===== src/rtl/ahb_ssram_ctrl_if.sv =====
// rtl/ahb_ssram_ctrl_if.sv - AHB-Lite bus bundle between the master stage and the SSRAM controller
// Signals:
//   master drives: HSEL, HADDR[AW-1:0], HTRANS[1:0], HSIZE[2:0], HWRITE, HWDATA[31:0], HREADY
//   slave drives : HREADYOUT, HRDATA[31:0], HRESP
interface ahb_ssram_ctrl_if #(parameter int AW = 12);
  logic          HSEL;
  logic [AW-1:0] HADDR;
  logic [1:0]    HTRANS;
  logic [2:0]    HSIZE;
  logic          HWRITE;
  logic [31:0]   HWDATA;
  logic          HREADY;
  logic          HREADYOUT;
  logic [31:0]   HRDATA;
  logic          HRESP;

  modport master (
    output HSEL, HADDR, HTRANS, HSIZE, HWRITE, HWDATA, HREADY,
    input  HREADYOUT, HRDATA, HRESP
  );

  modport slave (
    input  HSEL, HADDR, HTRANS, HSIZE, HWRITE, HWDATA, HREADY,
    output HREADYOUT, HRDATA, HRESP
  );
endinterface


===== src/rtl/ahb_ssram_ctrl.sv =====
// rtl/ahb_ssram_ctrl.sv - zero-wait AHB-Lite slave for a 32-bit synchronous single-port SRAM
// Ports:
//   HCLK, HRESETn   clock (rising edge) and asynchronous active-low reset
//   bus             ahb_ssram_ctrl_if.slave (HSEL/HADDR/HTRANS/HSIZE/HWRITE/HWDATA/HREADY in,
//                   HREADYOUT=1, HRDATA, HRESP=0 out)
//   SSRAM_CS/WE/ADDR/WDATA  SRAM request (WE bit n enables byte lane n)
//   SSRAM_RDATA     SRAM read data, valid the cycle after a read request
module ahb_ssram_ctrl #(
  parameter int AW = 12
) (
  input  logic              HCLK,
  input  logic              HRESETn,
  ahb_ssram_ctrl_if.slave   bus,
  output logic              SSRAM_CS,
  output logic [3:0]        SSRAM_WE,
  output logic [AW-3:0]     SSRAM_ADDR,
  output logic [31:0]       SSRAM_WDATA,
  input  logic [31:0]       SSRAM_RDATA
);
  localparam int WAW = AW - 2;

  function automatic logic [3:0] lane_mask(input logic [2:0] size, input logic [1:0] a);
    case (size)
      3'b000:  lane_mask = 4'b0001 << a;
      3'b001:  lane_mask = a[1] ? 4'b1100 : 4'b0011;
      default: lane_mask = 4'b1111;
    endcase
  endfunction

  logic           acc, rd_acc, wr_acc;
  logic [WAW-1:0] req_addr;
  logic [3:0]     req_mask;

  assign acc      = bus.HSEL & bus.HREADY & bus.HTRANS[1];
  assign rd_acc   = acc & ~bus.HWRITE;
  assign wr_acc   = acc & bus.HWRITE;
  assign req_addr = bus.HADDR[AW-1:2];
  assign req_mask = lane_mask(bus.HSIZE, bus.HADDR[1:0]);

  // Write address phase captured for the following data phase.
  logic           wr_pend;
  logic [WAW-1:0] wr_addr;
  logic [3:0]     wr_mask;

  // One-entry write buffer.
  logic           buf_valid;
  logic [WAW-1:0] buf_addr;
  logic [3:0]     buf_mask;
  logic [31:0]    buf_data;

  // Read data phase state: lanes to override from the write path and their data.
  logic           rd_pend;
  logic [3:0]     rd_mmask;
  logic [31:0]    rd_mdata;
  logic [31:0]    hrdata_q;
  logic [31:0]    rd_merged;

  // A write data phase with an empty buffer and no competing read goes straight
  // to the SRAM. The buffer is therefore only filled when a read claims the
  // data-phase cycle, and the next write address phase (never a read) always
  // drains it before another write data phase can arrive.
  logic wr_through, buf_load;
  assign wr_through = wr_pend & ~buf_valid & ~rd_acc;
  assign buf_load   = wr_pend & ~wr_through;

  // Newest write contents seen by a read address phase; a write in its data
  // phase this cycle is newer than anything already buffered.
  logic           eff_valid;
  logic [WAW-1:0] eff_addr;
  logic [3:0]     eff_mask;
  logic [31:0]    eff_data;
  assign eff_valid = wr_pend | buf_valid;
  assign eff_addr  = wr_pend ? wr_addr    : buf_addr;
  assign eff_mask  = wr_pend ? wr_mask    : buf_mask;
  assign eff_data  = wr_pend ? bus.HWDATA : buf_data;

  always_comb begin
    SSRAM_CS    = 1'b0;
    SSRAM_WE    = 4'b0000;
    SSRAM_ADDR  = '0;
    SSRAM_WDATA = '0;
    if (rd_acc) begin
      SSRAM_CS   = 1'b1;
      SSRAM_ADDR = req_addr;
    end else if (buf_valid) begin
      SSRAM_CS    = 1'b1;
      SSRAM_WE    = buf_mask;
      SSRAM_ADDR  = buf_addr;
      SSRAM_WDATA = buf_data;
    end else if (wr_pend) begin
      SSRAM_CS    = 1'b1;
      SSRAM_WE    = wr_mask;
      SSRAM_ADDR  = wr_addr;
      SSRAM_WDATA = bus.HWDATA;
    end
  end

  always_comb begin
    rd_merged = SSRAM_RDATA;
    for (int i = 0; i < 4; i++) begin
      if (rd_mmask[i]) rd_merged[8*i +: 8] = rd_mdata[8*i +: 8];
    end
  end

  always_ff @(posedge HCLK or negedge HRESETn) begin
    if (!HRESETn) begin
      wr_pend   <= 1'b0;
      wr_addr   <= '0;
      wr_mask   <= 4'b0000;
      buf_valid <= 1'b0;
      buf_addr  <= '0;
      buf_mask  <= 4'b0000;
      buf_data  <= '0;
      rd_pend   <= 1'b0;
      rd_mmask  <= 4'b0000;
      rd_mdata  <= '0;
      hrdata_q  <= '0;
    end else begin
      wr_pend <= wr_acc;
      if (wr_acc) begin
        wr_addr <= req_addr;
        wr_mask <= req_mask;
      end

      if (buf_load) begin
        buf_valid <= 1'b1;
        buf_addr  <= wr_addr;
        buf_mask  <= wr_mask;
        buf_data  <= bus.HWDATA;
      end else if (buf_valid && !rd_acc) begin
        buf_valid <= 1'b0;
      end

      rd_pend <= rd_acc;
      if (rd_acc) begin
        rd_mmask <= (eff_valid && eff_addr == req_addr) ? eff_mask : 4'b0000;
        rd_mdata <= eff_data;
      end
      if (rd_pend) hrdata_q <= rd_merged;
    end
  end

  assign bus.HREADYOUT = 1'b1;
  assign bus.HRESP     = 1'b0;
  // Live merged data during a read data phase, otherwise the last value returned.
  assign bus.HRDATA    = rd_pend ? rd_merged : hrdata_q;
endmodule

===== src/flat_wrapper.sv =====
// flat-port wrapper written by rule: the top's interface ports become plain ports
module ahb_ssram_ctrl_flat 
#(
  parameter int AW = 12
)
  (HCLK, HRESETn, SSRAM_CS, SSRAM_WE, SSRAM_ADDR, SSRAM_WDATA, SSRAM_RDATA, bus_HSEL, bus_HADDR, bus_HTRANS, bus_HSIZE, bus_HWRITE, bus_HWDATA, bus_HREADY, bus_HREADYOUT, bus_HRDATA, bus_HRESP);
  ahb_ssram_ctrl_if #(.AW(AW)) bus_i ();
  input  logic HCLK;
  input  logic HRESETn;
  output logic SSRAM_CS;
  output logic [3:0] SSRAM_WE;
  output logic [AW-3:0] SSRAM_ADDR;
  output logic [31:0] SSRAM_WDATA;
  input  logic [31:0] SSRAM_RDATA;
  input wire logic [$bits(bus_i.HSEL)-1:0] bus_HSEL;
  input wire logic [$bits(bus_i.HADDR)-1:0] bus_HADDR;
  input wire logic [$bits(bus_i.HTRANS)-1:0] bus_HTRANS;
  input wire logic [$bits(bus_i.HSIZE)-1:0] bus_HSIZE;
  input wire logic [$bits(bus_i.HWRITE)-1:0] bus_HWRITE;
  input wire logic [$bits(bus_i.HWDATA)-1:0] bus_HWDATA;
  input wire logic [$bits(bus_i.HREADY)-1:0] bus_HREADY;
  output wire logic [$bits(bus_i.HREADYOUT)-1:0] bus_HREADYOUT;
  output wire logic [$bits(bus_i.HRDATA)-1:0] bus_HRDATA;
  output wire logic [$bits(bus_i.HRESP)-1:0] bus_HRESP;
  assign bus_i.HSEL = bus_HSEL;
  assign bus_i.HADDR = bus_HADDR;
  assign bus_i.HTRANS = bus_HTRANS;
  assign bus_i.HSIZE = bus_HSIZE;
  assign bus_i.HWRITE = bus_HWRITE;
  assign bus_i.HWDATA = bus_HWDATA;
  assign bus_i.HREADY = bus_HREADY;
  assign bus_HREADYOUT = bus_i.HREADYOUT;
  assign bus_HRDATA = bus_i.HRDATA;
  assign bus_HRESP = bus_i.HRESP;
  ahb_ssram_ctrl #(.AW(AW)) u_core (.HCLK(HCLK), .HRESETn(HRESETn), .bus(bus_i), .SSRAM_CS(SSRAM_CS), .SSRAM_WE(SSRAM_WE), .SSRAM_ADDR(SSRAM_ADDR), .SSRAM_WDATA(SSRAM_WDATA), .SSRAM_RDATA(SSRAM_RDATA));
endmodule

===== config.mk =====
export PLATFORM = sky130hd
export DESIGN_NAME = ahb_ssram_ctrl_flat
export DESIGN_NICKNAME = d
export VERILOG_FILES = /design/src/rtl/ahb_ssram_ctrl_if.sv /design/src/rtl/ahb_ssram_ctrl.sv /design/src/flat_wrapper.sv
export SDC_FILE = /design/constraint.sdc
export NUM_CORES = 1
export LEC_CHECK = 0
export BUFFER_PORTS_ARGS = -buffer_cell sky130_fd_sc_hd__buf_4
export CAP_MARGIN = 0
export CORE_MARGIN = 2
export CORE_UTILIZATION = 58
export CTS_CLUSTER_SIZE = 40
export DETAILED_ROUTE_END_ITERATION = 8
export PLACE_DENSITY = 0.95
export SETUP_SLACK_MARGIN = 0.02
export SYNTH_ARGS = -nofsm -noshare
export SYNTH_HDL_FRONTEND = slang
export SYNTH_SLANG_ARGS = --single-unit

===== constraint.sdc =====
create_clock -name HCLK -period 4.1 [get_ports HCLK]
set_input_delay 0.41 -clock HCLK [delete_from_list [all_inputs] [get_ports HCLK]]
set_output_delay 0.41 -clock HCLK [all_outputs]
set_load 0.02 [all_outputs]

After elaboration in Yosys (flattened, before gate mapping)
Cells that the tools add are included.
{"block": "totals", "in_bits": 86, "wordCells": 56, "ff_bits": 131, "out_inout_bits": 81}
{"block": "classes", "reduce_logical": 5, "n_mux": 25, "n_eq_ne": 2, "bitwise": 12, "shifts": 1}
{"operator": "$mux W32", "count": 5}
{"operator": "$mux W10", "count": 4}
{"operator": "$mux W8", "count": 4}
{"operator": "$mux W4", "count": 6}
{"operator": "$eq A10 B10 Y1", "count": 1}
{"operator": "$pmux W4 S2", "count": 1}
{"operator": "$and A1 B1 Y1", "count": 7}
{"operator": "$mux W1", "count": 5}
{"operator": "$not A1 Y1", "count": 4}
{"operator": "$shl A1 B2 Y4 const A", "count": 1}
{"operator": "$eq A3 B1 Y1 const B", "count": 1}
{"operator": "$logic_not A3 Y1", "count": 1}
{"operator": "$logic_and A1 B1 Y1", "count": 2}
{"operator": "$reduce_bool A2 Y1", "count": 1}
{"operator": "$logic_not A1 Y1", "count": 1}
{"operator": "$or A1 B1 Y1", "count": 1}

Depth between registers and ports, before layout
{"block": "logic_depth", "depth_word": 8, "depth_mapped": 9, "ltp_nobuf": 6}

Worst setup path before layout
No wires, ideal clock.
{"block": "synth_path", "path_kind": "input -> output", "from": "in bus_HTRANS[1]", "to": "out SSRAM_ADDR[4]", "n_path_buf": 3, "t_required_ns": 3.690, "t_arrival_ns": 1.578, "setup_slack_ns": 2.112, "cell_stages": 7, "cell_sequence": "nand3_1 > or2_1 > buf_2 > inv_2 > buf_2 > buf_2 > o21ai_0"}
{"block": "synth_between", "elab_chain_cells": 3}
{"item": "start, declared", "line_no": "flat_wrapper.sv:17", "rtl": "input wire logic [$bits(bus_i.HTRANS)-1:0] bus_HTRANS;"}
{"item": "$and A1 B1 Y1", "line_no": "ahb_ssram_ctrl.sv:34", "rtl": "assign acc = bus.HSEL & bus.HREADY & bus.HTRANS[1];"}
{"item": "$and A1 B1 Y1", "line_no": "ahb_ssram_ctrl.sv:35", "rtl": "assign rd_acc = acc & ~bus.HWRITE;"}
{"item": "$mux W10", "line_no": "ahb_ssram_ctrl.sv:82", "rtl": "if (rd_acc) begin"}
{"item": "end, declared", "line_no": "flat_wrapper.sv:12", "rtl": "output logic [AW-3:0] SSRAM_ADDR;"}
No other way between the ends.

Final worst setup path
{"block": "layout_path", "from": "reg u_core.buf_valid", "to": "out SSRAM_WDATA[14]"}
{"block": "layout_between", "elab_chain_cells": 2}
{"item": "start, declared", "line_no": "ahb_ssram_ctrl.sv:46", "rtl": "logic buf_valid;"}
{"item": "start signal, assigned", "line_no": "ahb_ssram_ctrl.sv:110", "rtl": "buf_valid <= 1'b0;"}
{"item": "start signal, assigned", "line_no": "ahb_ssram_ctrl.sv:126", "rtl": "buf_valid <= 1'b1;"}
{"item": "start signal, assigned", "line_no": "ahb_ssram_ctrl.sv:131", "rtl": "buf_valid <= 1'b0;"}
{"item": "$mux W32", "line_no": "ahb_ssram_ctrl.sv:85", "rtl": "end else if (buf_valid) begin"}
{"item": "$mux W32", "line_no": "ahb_ssram_ctrl.sv:82"}
{"item": "end, declared", "line_no": "flat_wrapper.sv:13", "rtl": "output logic [31:0] SSRAM_WDATA;"}
No other way between the ends.

==> results.md <==
* Final Cycle Share at 0.6945
* Synth Area in Compound Gates at 0.1151
* DR pass1 iterations at 5
* Worst path slowest cell: dfrtp_2
* Final-report setup violation count at 0
* Gp weighted congestion at 0.8293
* Post-Route WL at between 15,000 and 20,000 um
* Final hold vios at 0
* Required time worst endpoint at 3.69 ns
* Worst hold slack at about 0.051 ns
* Reg clk slew, reported paths at approximately 0.060 ns
* Num CTS Buffers at 17
* First-pass GRT wire length at 27,750 um
* DRC Markers at 0
* Min cycle time layout at around 2.8 ns
* Simple-gate share of the synthesized area at 0.1773
* Core Rows at 38
* WP buf/inv at 2
* CP endpoint kind: output pin
* Post-cts repair resize count at 0
* Via-to-Cell Ratio at ~5.7
* Max rail drop VDD at roughly 0.42 mV
* # IOs at 167
* Post-Synth Adder-Cell Area at 0
* Slew margin rel. at 0.2869
* Top_reg_cell synth: dfrtp_1
* Crit-path leading delay family: flip-flops
* Initial DRC count at 355
* Unrepaired setup endpoints after global routing: no
* EDFF count, synth at 0
* Post-CTS Setup Bufs at 0
* Diodes inserted at 0
* Status: complete, no violations
* WL/cell at roughly 17 um
* LEAKAGE at just over 0.004 uW
* Nature of the critical path startpoint: flip-flop
* Pins Over Slew Limit at 0
* Reg2reg setup slack at 1.74 ns
* Initial antenna violation count at 0
* Layout area overhead at 28.23%
* CORE AREA at 0.01098 mm^2
* Clock Path Buffers at 2
* XOR/XNOR Fraction of Synth Area at 0.01462
* CP Max Fanout at a little under 60
* Fraction of layout cells with a size suffix above 1 at 0.2587
* Dominant cells by area after synthesis: dfrtp_1, nor2_1, mux2i_1
* Syn Inst Count at 709
* Seq cells post-synth at approximately 130
* PortBufs at ~160
* YS warnings at 0
* Max H-tree Level at 4
* Die Span Y at roughly 110 um
* Share of Yosys cell area claimed by the top area cell type at 0.4974
* Slew @ Worst Pin at 1.070 ns
* Area leader, netlist: dfrtp_1
* CTS tree: done
* Peak Freq at roughly 0.35 GHz
* Vias at 5,643
* Mapped Nets at slightly below 800
* Crit path kind: flip-flop to output pin
* Vias in the first global route at roughly 5,600
* Die area at 0.01223 mm^2
* Critical path data arrival time at around 2.4 ns
* Post-synthesis mux area share at 0.1519
* Fill count at roughly 730
* Min-delay worst type: input port to asynchronous set/reset pin
* Post-route setup TNS at 0 ns
* Post-synthesis async set-or-reset flop share at 1.000
* CTS hold repair buffers at 0
* Largest net degree at the start of global routing at 74
* Final global-route overflow total at 0
* Initial core utilization at 0.6000
* Power Density at between 400 and 500 mW/mm^2
* Routed Antenna Nets at 0
* Largest family of logic cells by synthesized area: simple AND/OR/NAND/NOR gates
* Syn_area_per_cell at about 9.3 um^2
* Dpl hpwl at 10,580 um
* Slowest stage delay, CP at ~1.0 ns
* Sequential-to-total area share from yosys stat at 0.4974
* Final Util at 0.7694
* Cell Area, Synth at roughly 0.0066 mm^2
* Root buffer cell: clkbuf_16
* Final nets at slightly above 900
* GRT Total Usage at 0.2798
* Clk sink count at between 100 and 150
* Die X at ~110 um
* Max cap viols at 0
* Clk Latency, worst-skew pair at ~0.42 ns
* Yosys cell types at 34
* Critical path cell sequence: buf_4, nor2_1, a21oi_1, nor2_1, buf_4
* Clock skew at roughly 0.0091 ns
worst reg2reg max path, delay by kind of cell (launching register included):
kind	cells	cell delay [ns]
compound gates	2	0.42
xor+xnor	1	0.11
buf+inv	1	0.32
flops	1	0.90
mux	1	0.28
simple gates	1	0.26
stage by stage:
| step | setup WS [ns] | instances | power, uW | cell area, um^2 |
|---|---|---|---|---|
| after global placement | 1.375 | 966 | 2200 | 7821 |
| after floorplan | 2.112 | 709 | 1950 | 6590 |
| after CTS | 1.237 | 998 | 3855 | 8451 |
| after detailed placement | 1.339 | 966 | 2237 | 7821 |
| after global routing | 1.057 | 998 | 4002 | 8451 |
| final | 1.252 | 998 | 3848 | 8451 |
synthesized netlist by cell type (2+ instances only):
master / instances
o21ai_1: 5
buf_2: 20
clkbuf_1: 25
nand2b_1: 35
a21oi_1: 78
buf_4: 2
inv_1: 3
mux2i_1: 43
a21boi_0: 2
nor2_1: 150
nand4_1: 2
mux2_4: 17
buf_6: 4
a31oi_1: 32
a21o_1: 2
conb_1: 2
o21ai_0: 12
a221oi_1: 3
dfrtp_1: 131
xnor2_1: 11
buf_1: 3
nand2_1: 88
mux2_1: 28
flip-flops by register name, indices dropped and copies added, names as in the netlist:
register / count
u_core.buf_addr: 10
u_core.buf_data: 32
u_core.buf_mask: 4
u_core.buf_valid: 1
u_core.hrdata_q: 32
u_core.rd_mdata: 32
u_core.rd_mmask: 4
u_core.rd_pend: 1
u_core.wr_addr: 10
u_core.wr_mask: 4
u_core.wr_pend: 1
routing by layer:
metal	wire length (um)	GRT usage	up-vias
met3	969	0.05928	40
met2	8405	0.4687	209
met1	6704	0.3554	2738
met4	459	0.1133	0
li1	-	-	2656
met5	0	0	-
area by class of cell:
type	count	area (um^2)	share of cell area
Clock buffer	23	478.0	0.05656
Sequential cell	131	3282	0.3884
Timing Repair Buffer	171	1309	0.1549
Multi-Input combinational cell	520	3039	0.3596
Clock inverter	9	151.4	0.01792
Inverter	4	16.27	0.001925
Tap cell	140	175.2	0.02073
power by group:
group	total [uW]	internal (uW)	switching (uW)
clock	1620	1060	552
sequential	1620	1490	132
combinational	615	285	330
kinds of logic after synthesis:
family | after synthesis
buffers and inverters | 58
flip-flops | 131
XOR/XNOR | 11
AND/OR/NAND/NOR | 282
other | 2
AO/OA/AOI/OAI | 137
multiplexers | 88
cell usage in the layout, fill, tap and decap left out, types with 4 or more instances in the layout:
master       n
dfrtp_1    128
xnor2_1     11
clkinv_2     4
mux2i_1     43
mux2_4      17
nor2_1     150
nand2b_1    35
clkbuf_16   17
o21ai_0     12
buf_4      169
a31oi_1     32
mux2_1      28
o21ai_1      5
nand2_1     88
a21oi_1     78
bufinv_16    4
path summary, 6_finish.rpt:
check                      depth (start not counted)                 from             endpoint
max                                                5     u_core.buf_valid      SSRAM_WDATA[14]
min in group HCLK                                  3         bus_HADDR[4]    u_core.wr_addr[2]
max reg2reg                                        6       u_core.wr_pend   u_core.rd_mmask[0]
max in group asynchronous                          2              HRESETn       u_core.wr_pend
min reg2reg                                        1  u_core.buf_data[10]  u_core.buf_data[10]
min                                                1              HRESETn   u_core.hrdata_q[9]
Note: power is estimated with default switching activity, not from simulation.
